**src/rtl/sha256_padder_pkg.sv**
```systemverilog
// Shared types and constants for the SHA-256 message padder.
package sha256_padder_pkg;

   typedef logic [31:0]       uint32_t;
   typedef logic [0:15][31:0] block_t;

   localparam uint32_t SHA256_PAD_WORD = 32'h8000_0000;

   typedef enum logic [2:0] {
      ST_FILL    = 3'd0,
      ST_PADMARK = 3'd1,
      ST_PAD     = 3'd2,
      ST_LENGTH  = 3'd3,
      ST_EMIT    = 3'd4
   } pad_state_e;

   // Reverse the byte order of a word (little-endian input support).
   function automatic uint32_t byte_swap(input uint32_t w);
      return {w[7:0], w[15:8], w[23:16], w[31:24]};
   endfunction

endpackage

```
**src/rtl/sha256_last_word_mask.sv**
```systemverilog
// Masks the final message word to its valid bytes and inserts the 0x80
// marker directly after them. Zero valid bytes yields the bare marker word;
// four (or more) valid bytes pass the word through unchanged.
module sha256_last_word_mask
   import sha256_padder_pkg::*;
(
   input  logic [31:0] word_i,
   input  logic [2:0]  bytes_i,
   output logic [31:0] word_o
);

   // Select the masked/marked word from the valid byte count.
   always_comb begin
      word_o = word_i;
      case (bytes_i)
         3'd0:    word_o = SHA256_PAD_WORD;
         3'd1:    word_o = {word_i[31:24], 24'h80_0000};
         3'd2:    word_o = {word_i[31:16], 16'h8000};
         3'd3:    word_o = {word_i[31:8], 8'h80};
         default: word_o = word_i;
      endcase
   end

endmodule

```
**src/rtl/sha256_padder.sv**
```systemverilog
// SHA-256 message padder: packs 32-bit message words into 512-bit blocks,
// appends 0x80, zero fill and the 64-bit bit length, and hands blocks to the
// hasher over a valid/ready handshake.
// Optional build macro SHA256_PADDER_BYTESWAP_EN: byte-reverse wordIn before
// storage (little-endian input; lastBytesIn then counts from [7:0] upward).
//
// Handshake: a word moves on the rising edge where validIn & readyOut are
// both high; a block moves on the rising edge where validOut &
// readyForBlockIn are both high. While validOut is high, blockOut and the
// block flags do not change.
module sha256_padder
   import sha256_padder_pkg::*;
#(
   parameter int LEN_WIDTH = 64
) (
   input  logic              clk,
   input  logic              rstN,
   input  logic              validIn,
   input  logic [31:0]       wordIn,
   input  logic              lastIn,
   input  logic [2:0]        lastBytesIn,
   output logic              readyOut,
   output logic [0:15][31:0] blockOut,
   output logic              validOut,
   output logic              firstBlockOut,
   output logic              lastBlockOut,
   input  logic              readyForBlockIn,
   output logic [2:0]        dbgStateOut
);

   pad_state_e           state_q, state_d;
   pad_state_e           next_q, next_d;     // state to resume after Emit
   logic [3:0]           idx_q, idx_d;
   block_t               block_q, block_d;
   logic [LEN_WIDTH-1:0] bitlen_q, bitlen_d;
   logic                 armed_q, armed_d;   // next emitted block is first
   logic                 first_q, first_d;
   logic                 last_q, last_d;
   logic                 alive_q;            // holds readyOut low during reset

   logic [31:0]          word_s;
   logic [31:0]          masked_s;
   logic [2:0]           bytes_eff;
   logic [63:0]          len64;
   logic                 accept;
   logic                 go_emit;
   logic                 place_mark;

`ifdef SHA256_PADDER_BYTESWAP_EN
   assign word_s = byte_swap(wordIn);
`else
   assign word_s = wordIn;
`endif

   // Out-of-range byte counts behave as a full word.
   assign bytes_eff = (lastBytesIn > 3'd4) ? 3'd4 : lastBytesIn;
   assign len64     = 64'(bitlen_q);
   assign accept    = validIn && readyOut;

   sha256_last_word_mask u_mask (
      .word_i  (word_s),
      .bytes_i (bytes_eff),
      .word_o  (masked_s)
   );

   // Next-state logic: block assembly, padding sequence and emit handshake.
   always_comb begin
      state_d    = state_q;
      next_d     = next_q;
      idx_d      = idx_q;
      block_d    = block_q;
      bitlen_d   = bitlen_q;
      armed_d    = armed_q;
      first_d    = first_q;
      last_d     = last_q;
      go_emit    = 1'b0;
      place_mark = 1'b0;

      case (state_q)
         ST_FILL: begin
            if (accept) begin
               block_d[idx_q] = lastIn ? masked_s : word_s;
               if (!lastIn) begin
                  bitlen_d = bitlen_q + LEN_WIDTH'(32);
                  if (idx_q == 4'd15) begin
                     go_emit = 1'b1;
                     next_d  = ST_FILL;
                  end else begin
                     idx_d = idx_q + 4'd1;
                  end
               end else if (bytes_eff == 3'd4) begin
                  // Full final word: the marker goes into the following slot.
                  bitlen_d = bitlen_q + LEN_WIDTH'(32);
                  if (idx_q == 4'd15) begin
                     go_emit = 1'b1;
                     next_d  = ST_PADMARK;
                  end else begin
                     idx_d   = idx_q + 4'd1;
                     state_d = ST_PADMARK;
                  end
               end else begin
                  // Marker already merged into this word by the mask.
                  bitlen_d   = bitlen_q + LEN_WIDTH'({bytes_eff, 3'b000});
                  place_mark = 1'b1;
               end
            end
         end
         ST_PADMARK: begin
            block_d[idx_q] = SHA256_PAD_WORD;
            place_mark     = 1'b1;
         end
         ST_PAD: begin
            block_d[idx_q] = 32'h0;
            if (idx_q == 4'd13) begin
               idx_d   = 4'd14;
               state_d = ST_LENGTH;
            end else if (idx_q == 4'd15) begin
               // Marker landed in word 14/15: length needs a fresh block.
               go_emit = 1'b1;
               next_d  = ST_PAD;
            end else begin
               idx_d = idx_q + 4'd1;
            end
         end
         ST_LENGTH: begin
            block_d[14] = len64[63:32];
            block_d[15] = len64[31:0];
            last_d      = 1'b1;
            go_emit     = 1'b1;
            next_d      = ST_FILL;
         end
         ST_EMIT: begin
            if (readyForBlockIn) begin
               idx_d   = 4'd0;
               first_d = 1'b0;
               state_d = next_q;
               if (last_q) begin
                  bitlen_d = '0;
                  armed_d  = 1'b1;
                  last_d   = 1'b0;
               end
            end
         end
         default: state_d = ST_FILL;
      endcase

      // The word at idx_q now holds the 0x80 marker; decide what follows.
      if (place_mark) begin
         if (idx_q == 4'd15) begin
            go_emit = 1'b1;
            next_d  = ST_PAD;
         end else if (idx_q == 4'd13) begin
            idx_d   = 4'd14;
            state_d = ST_LENGTH;
         end else begin
            idx_d   = idx_q + 4'd1;
            state_d = ST_PAD;
         end
      end

      if (go_emit) begin
         state_d = ST_EMIT;
         first_d = armed_q;
         armed_d = 1'b0;
      end
   end

   // State and datapath registers; reset aborts any message in flight.
   always_ff @(posedge clk or negedge rstN) begin
      if (!rstN) begin
         state_q  <= ST_FILL;
         next_q   <= ST_FILL;
         idx_q    <= 4'd0;
         block_q  <= '0;
         bitlen_q <= '0;
         armed_q  <= 1'b1;
         first_q  <= 1'b0;
         last_q   <= 1'b0;
         alive_q  <= 1'b0;
      end else begin
         state_q  <= state_d;
         next_q   <= next_d;
         idx_q    <= idx_d;
         block_q  <= block_d;
         bitlen_q <= bitlen_d;
         armed_q  <= armed_d;
         first_q  <= first_d;
         last_q   <= last_d;
         alive_q  <= 1'b1;
      end
   end

   assign readyOut      = alive_q && (state_q == ST_FILL);
   assign validOut      = (state_q == ST_EMIT);
   assign blockOut      = block_q;
   assign firstBlockOut = first_q;
   assign lastBlockOut  = last_q;
   assign dbgStateOut   = state_q;

endmodule

```
**config.mk**
```make
export PLATFORM = sky130hd
export DESIGN_NAME = sha256_padder
export DESIGN_NICKNAME = d
export VERILOG_FILES = /design/src/rtl/sha256_padder_pkg.sv /design/src/rtl/sha256_last_word_mask.sv /design/src/rtl/sha256_padder.sv
export SDC_FILE = /design/constraint.sdc
export NUM_CORES = 1
export LEC_CHECK = 0
export BUFFER_PORTS_ARGS = -buffer_cell sky130_fd_sc_hd__clkbuf_2
export CORE_MARGIN = 5
export CORE_UTILIZATION = 54
export CTS_CLUSTER_SIZE = 8
export DETAILED_ROUTE_END_ITERATION = 8
export GPL_TIMING_DRIVEN = 0
export PLACE_DENSITY_LB_ADDON = 0.08
export SYNTH_ARGS = -nofsm -noshare
export SYNTH_HDL_FRONTEND = slang
export SYNTH_SLANG_ARGS = --single-unit
```
**constraint.sdc**
```tcl
create_clock -name clk -period 3.2 [get_ports clk]
set_input_delay 0.96 -clock clk [delete_from_list [all_inputs] [get_ports clk]]
set_output_delay 0.96 -clock clk [all_outputs]
set_load 0.005 [all_outputs]
```
==> results of run 1 <==
==> timing repair <==
action	CTS	global route
endpoints found under the hold margin	0	0
endpoints found under the setup margin	1	123
gates resized for setup	2	10
==> registers in the layout, summed over array words and instances, names as in the netlist <==
name and count:
bitlen_q 61, armed_q 1, blockOut 512, lastBlockOut 1, dbgStateOut 3, firstBlockOut 1
idx_q 4, alive_q 1, next_q 3
==> synth_stat cells, drive strengths merged, types with 3 or more instances <==
library cell	n
clkbuf	95
a2bb2oi	21
mux2i	23
and3	13
nor3	20
and4	10
mux2	435
dfrtp	586
or3	10
ha	7
a21oi	31
a211o	3
nor4	14
a221o	22
a21o	4
a22oi	9
a222oi	7
nand3	47
inv	17
o22ai	7
nor2b	4
or4	4
o21ai	88
nand2b	8
nor2	98
nand2	163
a211oi	6
buf	43
nor4b	3
a22o	4
and2	18
nand4	24
xor2	3
a31oi	11
o31ai	10
a41oi	3
o211ai	14
==> through the flow <==
stage / TNS, ps / power (mW) / area (sq um) / cells / util
floorplan: 0 / 16.3 / 24500 / 1912 / -
global placement: -7125690 / 21.5 / 28000 / 3070 / 0.621
detailed placement: -70930 / 21.8 / 28100 / 3075 / 0.624
CTS: 0 / 29.8 / 30400 / 3175 / 0.674
finish: 0 / 29.6 / 30400 / 3176 / 0.675
global route: 0 / 31.1 / 30400 / 3175 / 0.675
==> metal layers <==
layer / global-route usage / share of wire / up-vias
met5: 0 / 0.00023 / -
met4: 0.116 / 0.037 / 2
met3: 0.111 / 0.085 / 153
met2: 0.548 / 0.49 / 744
met1: 0.421 / 0.39 / 9579
li1: - / - / 8125
==> tightest hold or removal path, delay by kind of cell (launching register included) <==
| kind | cells | cell delay (ps) |
|---|---|---|
| AND/OR/NAND/NOR | 1 | 40 |
| flip-flops | 1 | 340 |
| AO/OA/AOI/OAI | 1 | 60 |
==> worst paths after layout <==
kind                                             end  slack (ps)                      from  cells after the start
setup / recovery           blockOut[151]$_DFFE_PN0P_          80                    lastIn                      9
hold / removal               blockOut[1]$_DFFE_PN0P_         470   blockOut[1]$_DFFE_PN0P_                      2
setup reg to reg            bitlen_q[63]$_DFFE_PN0P_         160  bitlen_q[37]$_DFFE_PN0P_                      8
hold reg to reg              blockOut[1]$_DFFE_PN0P_         470   blockOut[1]$_DFFE_PN0P_                      2
max in group asynchronous   blockOut[37]$_DFFE_PN0P_        1550                      rstN                      2
min in group asynchronous  blockOut[155]$_DFFE_PN0P_         510                      rstN                      1
==> report_power, final <==
group / switching [mW] / total [mW] / internal, mW
logic: 5.55 / 10.1 / 4.51
clock network: 3.17 / 7.85 / 4.67
registers: 1.58 / 11.7 / 10.2
total: 10.3 / 29.6 / 19.3
==> layout by cell type (no fill, tap or decap), types with 11 or more instances in the layout <==
cell / count
a31oi_1: 11
and3_1: 13
a2bb2oi_1: 21
nor2_1: 95
a21oi_1: 31
and2_1: 15
clkbuf_1: 101
a221o_1: 22
buf_2: 27
nor3_1: 19
o21ai_0: 86
nand3_1: 47
mux2_2: 435
nand2_1: 162
clkbuf_2: 561
nand4_1: 22
inv_1: 17
o211ai_1: 14
dfrtp_1: 586
mux2i_1: 23
clkbuf_16: 84
nor4_1: 13
buf_1: 15
==> layout make-up <==
type / count / share of cell area
Timing Repair Buffer: 563 / 0.0966
Antenna cell: 1 / 0.0000823
Clock inverter: 7 / 0.00370
Sequential cell: 587 / 0.483
Inverter: 17 / 0.00210
Multi-Input combinational cell: 1170 / 0.301
Buffer: 138 / 0.0183
Clock buffer: 93 / 0.0702
Tap cell: 600 / 0.0247
==> cells by family after synthesis <==
kind of cell | after synthesis | synth area share
and+or+nand+nor | 446 | 0.0886
muxes | 458 | 0.210
DFF | 587 | 0.601
buffers and inverters | 155 | 0.0252
adders and majority gates | 8 | 0.00440
other | 1 | 0.000153
AOI/OAI and AO/OA | 253 | 0.0699
xor gates and xnor gates | 4 | 0.00143
==> metrics.md, run 1 <==
| Metric | Value |
|---|---|
| Status | `finished clean` |
| P&R area growth vs syn | `24.4%` |
| Chip height | `around 220 um` |
| Routed via count | `around 19000` |
| Largest net degree at the start of global routing | `between 100 and 150` |
| Post-CTS Hold Fix Bufs | `0` |
| Max FO, Critical Path | `10` |
| Worst hold slack | `474 ps` |
| Tot GR Track Use | `0.334` |
| Later-pin clock latency in the skew report | `630 ps` |
| Synth top area share | `0.600` |
| Slew Limit Fails | `0` |
| Final setup viols | `0` |
| Final WS setup | `around 76 ps` |
| Max-Cap Viols | `0` |
| Avg Inst Size Synth | `12.8 sq um` |
| Core area | `45100 sq um` |
| Synthesized area | `about 24000 sq um` |
| Post-synth top area cell | `dfrtp_1` |
| WL per Instance | `between 20 and 30 um` |
| Worst-path cell chain | `clkbuf_2 -> nor2b_1 -> buf_2 -> nand2b_1 -> buf_2 -> mux2i_1 -> nor2_1 -> clkbuf_1 -> mux2_2` |
| Post-Syn Instances | `~1900` |
| Setup Skew | `26.0 ps` |
| Post-synth EDFFs | `0` |
| Clk pin slew, worst setup/hold paths | `~50 ps` |
| Crit Path Category | `in -> reg` |
| GPL Wtd Cong | `0.939` |
| Largest stage delay, worst path | `840 ps` |
| Slew Limit Headroom | `0.335` |
| Post-CTS setup buffer count | `0` |
| Cts bufs inserted | `83` |
| I/O pin cnt | `approximately 560` |
| Detailed-route vias per instance | `just under 6` |
| Post-DP HPWL | `62700 um` |
| Hold Vio Cnt, Final | `0` |
| Peak VDD IR | `approximately 0.00065 V` |
| Vias in the first global route | `between 15000 and 20000` |
| Worst path most repeated cell | `buf_2` |
| Post-route antenna net violation count | `0` |
| Pwr dens | `974 nW/um^2` |
| Synth area leaders | `dfrtp_1, mux2_2, nand2_1` |
| DRC viols | `0` |
| CP delay by family, top | `multiplexers` |
| Ys async rst share | `1.00` |
| Die Area | `slightly below 50000 sq um` |
| Netlist cell types | `68` |
| Starting Density | `0.542` |
| Iteration-0 DRC Markers | `between 1000 and 1500` |
| Worst Hold Class | `reg -> reg` |
| Post-route minimum period | `3120 ps` |
| DRT Pass-1 Iters | `9` |
| Highest Clock Rate | `320 MHz` |
| Mapped Nets | `around 2000` |
| RSZ-0062 raised after global routing | `false` |
| Grt total ovfl | `0` |
| Synth Register Bits | `~590` |
| Initial antenna violation count | `2` |
| FP Rows | `between 70 and 80` |
| Area of the multi-input gates | `between 9000 and 10000 sq um` |
| CP Data Arrival Time | `~3600 ps` |
| Register area | `14700 sq um` |
| Pleak | `roughly 15 nW` |
| CTS H-tree lvls | `3` |
| CTS tree | `built` |
| Setup WS pre-CTS | `-474 ps` |
| Clk buf depth | `3` |
| Port Buffers | `roughly 560` |
| First-pass GRT wire length | `roughly 130000 um` |
| Share of layout cells above drive strength 1 | `0.442` |
| Slowest stage cell, crit path | `mux2i_1` |
| CTS sink count | `587` |
| Least-Margin Pin Slew | `between 900 and 1000 ps` |
| Buf/Inv on CP | `4` |
| Period utilization | `0.976` |
| Seq/Total Area, Yosys | `0.601` |
| Die W | `around 220 um` |
| Fill cells | `approximately 3500` |
| Synth Warn # | `0` |
| Synth Flop Type | `dfrtp_1` |
| Layout Nets | `2608` |
| Crit path launch type | `input port` |
| Req. time, crit path | `3690 ps` |
| Root Buffer | `clkbuf_16` |
| Detailed Route WL | `between 80000 and 90000 um` |
| Critical Path End Type | `flip-flop` |
(Power assumes the default switching activity.)
==> run 2, diff against run 1 <==
Settings changed: SYNTH_HIERARCHICAL from default to 1.
==> run 2 against run 1 <==
  * Worst hold slack worse by 67 ps
  * Total power decreased by 1.3%
  * Flip-flop and latch count stayed put
  * Critical path type unchanged
  * Critical endpoint is now bitlen_q[62]$_DFFE_PN0P_
==> metrics.md, run 2 <==
| Metric | Value |
|---|---|
| Iteration-0 DRC Markers | `2566 (+79%)` |
| Detailed-route vias per instance | `6.00 (+2.4%)` |
| Grt met3 use | `0.105 (-0.00575)` |
| Tot GR Track Use | `0.372 (+0.0374)` |
| Met2 GRT Util | `0.563 (+0.0152)` |
| Root Buffer | `clkbuf_16` |
| CTS H-tree lvls | `3 (unchanged)` |
| Clk buf depth | `3 (unchanged)` |
| Most frequent cell after synthesis | `nand2_1` |
| P&R area growth vs syn | `25.2%` |
| Post-synth EDFFs | `0 (unchanged)` |
| Layout Nets | `3075 (+18%)` |
| Overall Power | `29.3 mW (-1.3%)` |
| Detailed Route WL | `91200 um (+8.3%)` |
| Die Area | `48200 sq um (-3.0%)` |
| Synth top area share | `0.619 (+0.0194)` |
| Hold Vio Cnt, Final | `0 (unchanged)` |
| Post-synth top area cell | `dfrtp_1` |
| Later-pin clock latency in the skew report | `610 ps (-20 ps)` |
| Vias in the first global route | `21200 (+10%)` |
| Die W | `219 um (-1.5%)` |
| Cts bufs inserted | `83 (unchanged)` |
| Buf/Inv on CP | `2 (-2)` |
| GR Util met1 | `0.509 (+0.0878)` |
| Critical Path End Type | `flip-flop` |
| Port Buffers | `557 (-0.18%)` |
| Synth Warn # | `6 (+6)` |
| Clk pin slew, worst setup/hold paths | `60 ps (about the same)` |
| Share of layout cells above drive strength 1 | `0.239 (-0.203)` |
| Slowest stage cell, crit path | `a211oi_2` |
| Commonest cells after routing, fill and taps aside | `nand2_1, dfrtp_1, clkbuf_2, o21ai_0, clkbuf_1` |
| Worst Hold Class | `in -> async` |
| Worst path most repeated cell | `nand3_1` |
| Routed via count | `21700 (+17%)` |
| Status | `finished clean` |
| Post-route antenna net violation count | `0 (unchanged)` |
| Synth Flop Type | `dfrtp_1` |
| Pwr dens | `986 nW/um^2 (+1.2%)` |
| Post-Syn Instances | `2375 (+24%)` |
| Seq/Total Area, Yosys | `0.620 (+0.0194)` |
| Synthesized area | `23700 sq um (-3.1%)` |
| Slew Limit Headroom | `0.169 (-0.166)` |
| Highest Clock Rate | `317 MHz (-1.0%)` |
| Synth Register Bits | `587 (unchanged)` |
| Core area | `43300 sq um (-4.0%)` |
| Final setup viols | `0 (unchanged)` |
| Max-Cap Viols | `0 (unchanged)` |
| Fill cells | `3420 (-2.6%)` |
| Synth area leaders | `dfrtp_1, o21ai_0, nand2_1` |
| TNS Setup | `0 ps (unchanged)` |
| Worst-path cell chain | `clkbuf_2 -> buf_6 -> nor2b_4 -> ha_1 -> a21o_1 -> nand3_1 -> a211oi_2 -> nand3_1 -> or4_1 -> nand3_1` |
| Slew Limit Fails | `0 (unchanged)` |
| Commonest non-fill, non-tap cell in the layout | `nand2_1` |
| I/O pin cnt | `559 (unchanged)` |
| Final WS setup | `44.0 ps (-32.5 ps)` |
| CP Data Arrival Time | `3690 ps (+70 ps)` |
| Largest net degree at the start of global routing | `121 (+3.4%)` |
| Setup Skew | `21.2 ps (-4.79 ps)` |
| First-pass GRT wire length | `135000 um (+7.0%)` |
| Post-DP HPWL | `68100 um (+8.5%)` |
| Max FO, Critical Path | `10 (unchanged)` |
| Commonest cells in the synthesized netlist | `nand2_1, dfrtp_1, o21ai_0, clkbuf_1, nand3_1` |
| Fin area | `29700 sq um (-2.5%)` |
| Max FFs per register | `512 (unchanged)` |
| FP Rows | `76 (-2.6%)` |
| CP delay by family, top | `simple AND/OR/NAND/NOR gates` |
| Setup WS pre-CTS | `-887 ps (-413 ps)` |
| DRC viols | `0 (unchanged)` |
| Avg Inst Size Synth | `9.98 sq um (-22%)` |
| Period utilization | `0.986 (+0.0102)` |
| Peak VDD IR | `0.000634 V (-2.4%)` |
| GR peak layer | `met2` |
| Post-route minimum period | `3160 ps (+32.5 ps)` |
| CTS tree | `built` |
| WL per Instance | `25.2 um (-5.1%)` |
| Grt total ovfl | `0 (unchanged)` |
| Post-DP Area | `27400 sq um (-2.7%)` |
| Least-Margin Pin Slew | `1230 ps (+265 ps)` |
| Crit path launch type | `input port` |
| Initial antenna violation count | `3 (+1)` |
| Req. time, crit path | `3740 ps (+50 ps)` |
| DRT Pass-1 Iters | `7 (-2)` |
| Mapped Nets | `2424 (+24%)` |
| CTS sink count | `587 (unchanged)` |
| GPL Wtd Cong | `0.967 (+3.0%)` |
| Netlist cell types | `78 (+15%)` |
| Ys async rst share | `1.00 (unchanged)` |
| Chip height | `219 um (-1.5%)` |
| Starting Density | `0.548 (+0.00514)` |
| Largest stage delay, worst path | `560 ps (-280 ps)` |
| Pleak | `14.9 nW (-4.1%)` |
| Crit Path Category | `in -> reg` |
[run 2: cell count changes after synthesis, sizes merged, moves of 26 or more]
cell    change
clkbuf     +71
nand2     +439
inv        +26
o21ai     +438
nor2       -57
buf        -34
mux2      -406
[run 2: power breakdown]
group          switching [mW]  internal (mW)  total (mW)
Combinational            6.55           3.17        9.72
Sequential               1.74           9.97        11.7
Clock                    3.15           4.69        7.83
[run 2: through the flow]
stage	util	std cells	hold slack, ps
6_report	0.686	3624	407
5_1_grt	0.686	3622	458
4_1_cts	0.685	3619	420
3_5_place_dp	0.633	3523	469
3_3_place_gp	0.629	3517	460
2_1_floorplan	-	2375	455
[run 2: layout make-up]
type                    count  area [sq um]  share of cell area
clock inverters             5          65.1             0.00219
flip-flops and latches    587         14700               0.495
well taps                 585           732              0.0247
multi-input cells        1570          8230               0.277
clock buffers              91          2150              0.0724
repair buffers            566          2960              0.0999
diodes                      2          5.00            0.000169
plain buffers             175           677              0.0228
inverters                  43           161             0.00544
[run 2: final timing paths]
check / start / to / slack (ps) / cells after the start
max: lastBytesIn[2] / bitlen_q[62]$_DFFE_PN0P_ / 40 / 10
min: rstN / blockOut[458]$_DFFE_PN0P_ / 410 / 1
max reg2reg: dbgStateOut[0]$_DFF_PN0_ / blockOut[43]$_DFFE_PN0P_ / 160 / 8
min reg2reg: blockOut[348]$_DFFE_PN0P_ / blockOut[348]$_DFFE_PN0P_ / 470 / 2
max in group asynchronous: rstN / blockOut[153]$_DFFE_PN0P_ / 960 / 4
min in group clk: blockOut[348]$_DFFE_PN0P_ / blockOut[348]$_DFFE_PN0P_ / 470 / 2
[run 2: routing by layer]
metal | share of wire | vias up
li1 | - | 9442
met1 | 0.39 | 10800
met2 | 0.45 | 1275
met3 | 0.11 | 203
met4 | 0.048 | 4
met5 | 0.00027 | -
[run 2: kinds of logic (layout without fill, tap and decap cells)]
| group | count (synthesis) | count (layout) | share of synthesized area |
|---|---|---|---|
| AND/OR/NAND/NOR | 827 | 827 | 0.154 |
| AO/OA/AOI/OAI | 674 | 674 | 0.160 |
| flip-flops | 587 | 587 | 0.620 |
| buffers and inverters | 218 | 880 | 0.0352 |
| multiplexers | 49 | 49 | 0.0224 |
| XOR/XNOR | 10 | 10 | 0.00370 |
| adder cells (fa/ha/maj) | 9 | 9 | 0.00507 |
| other | 1 | 3 | 0.000158 |
[run 2: timing repair]
action | 4_1_cts | 5_1_grt
hold buffers | 0 | 0
gates cloned | 0 | 0
resized for setup | 5 | 8
pin swaps | 0 | 1
endpoints found under the setup margin | 15 | 30
buffers inserted | 0 | 3
[run 2: worst reg2reg max path, cell delays in order, from the launching register on]
cell	delay (ps)
dfrtp_1	470
buf_2	280
xor2_1	170
nand2_1	310
clkbuf_1	400
o21bai_1	710
clkbuf_1	420
nand2_1	110
o21ai_0	80
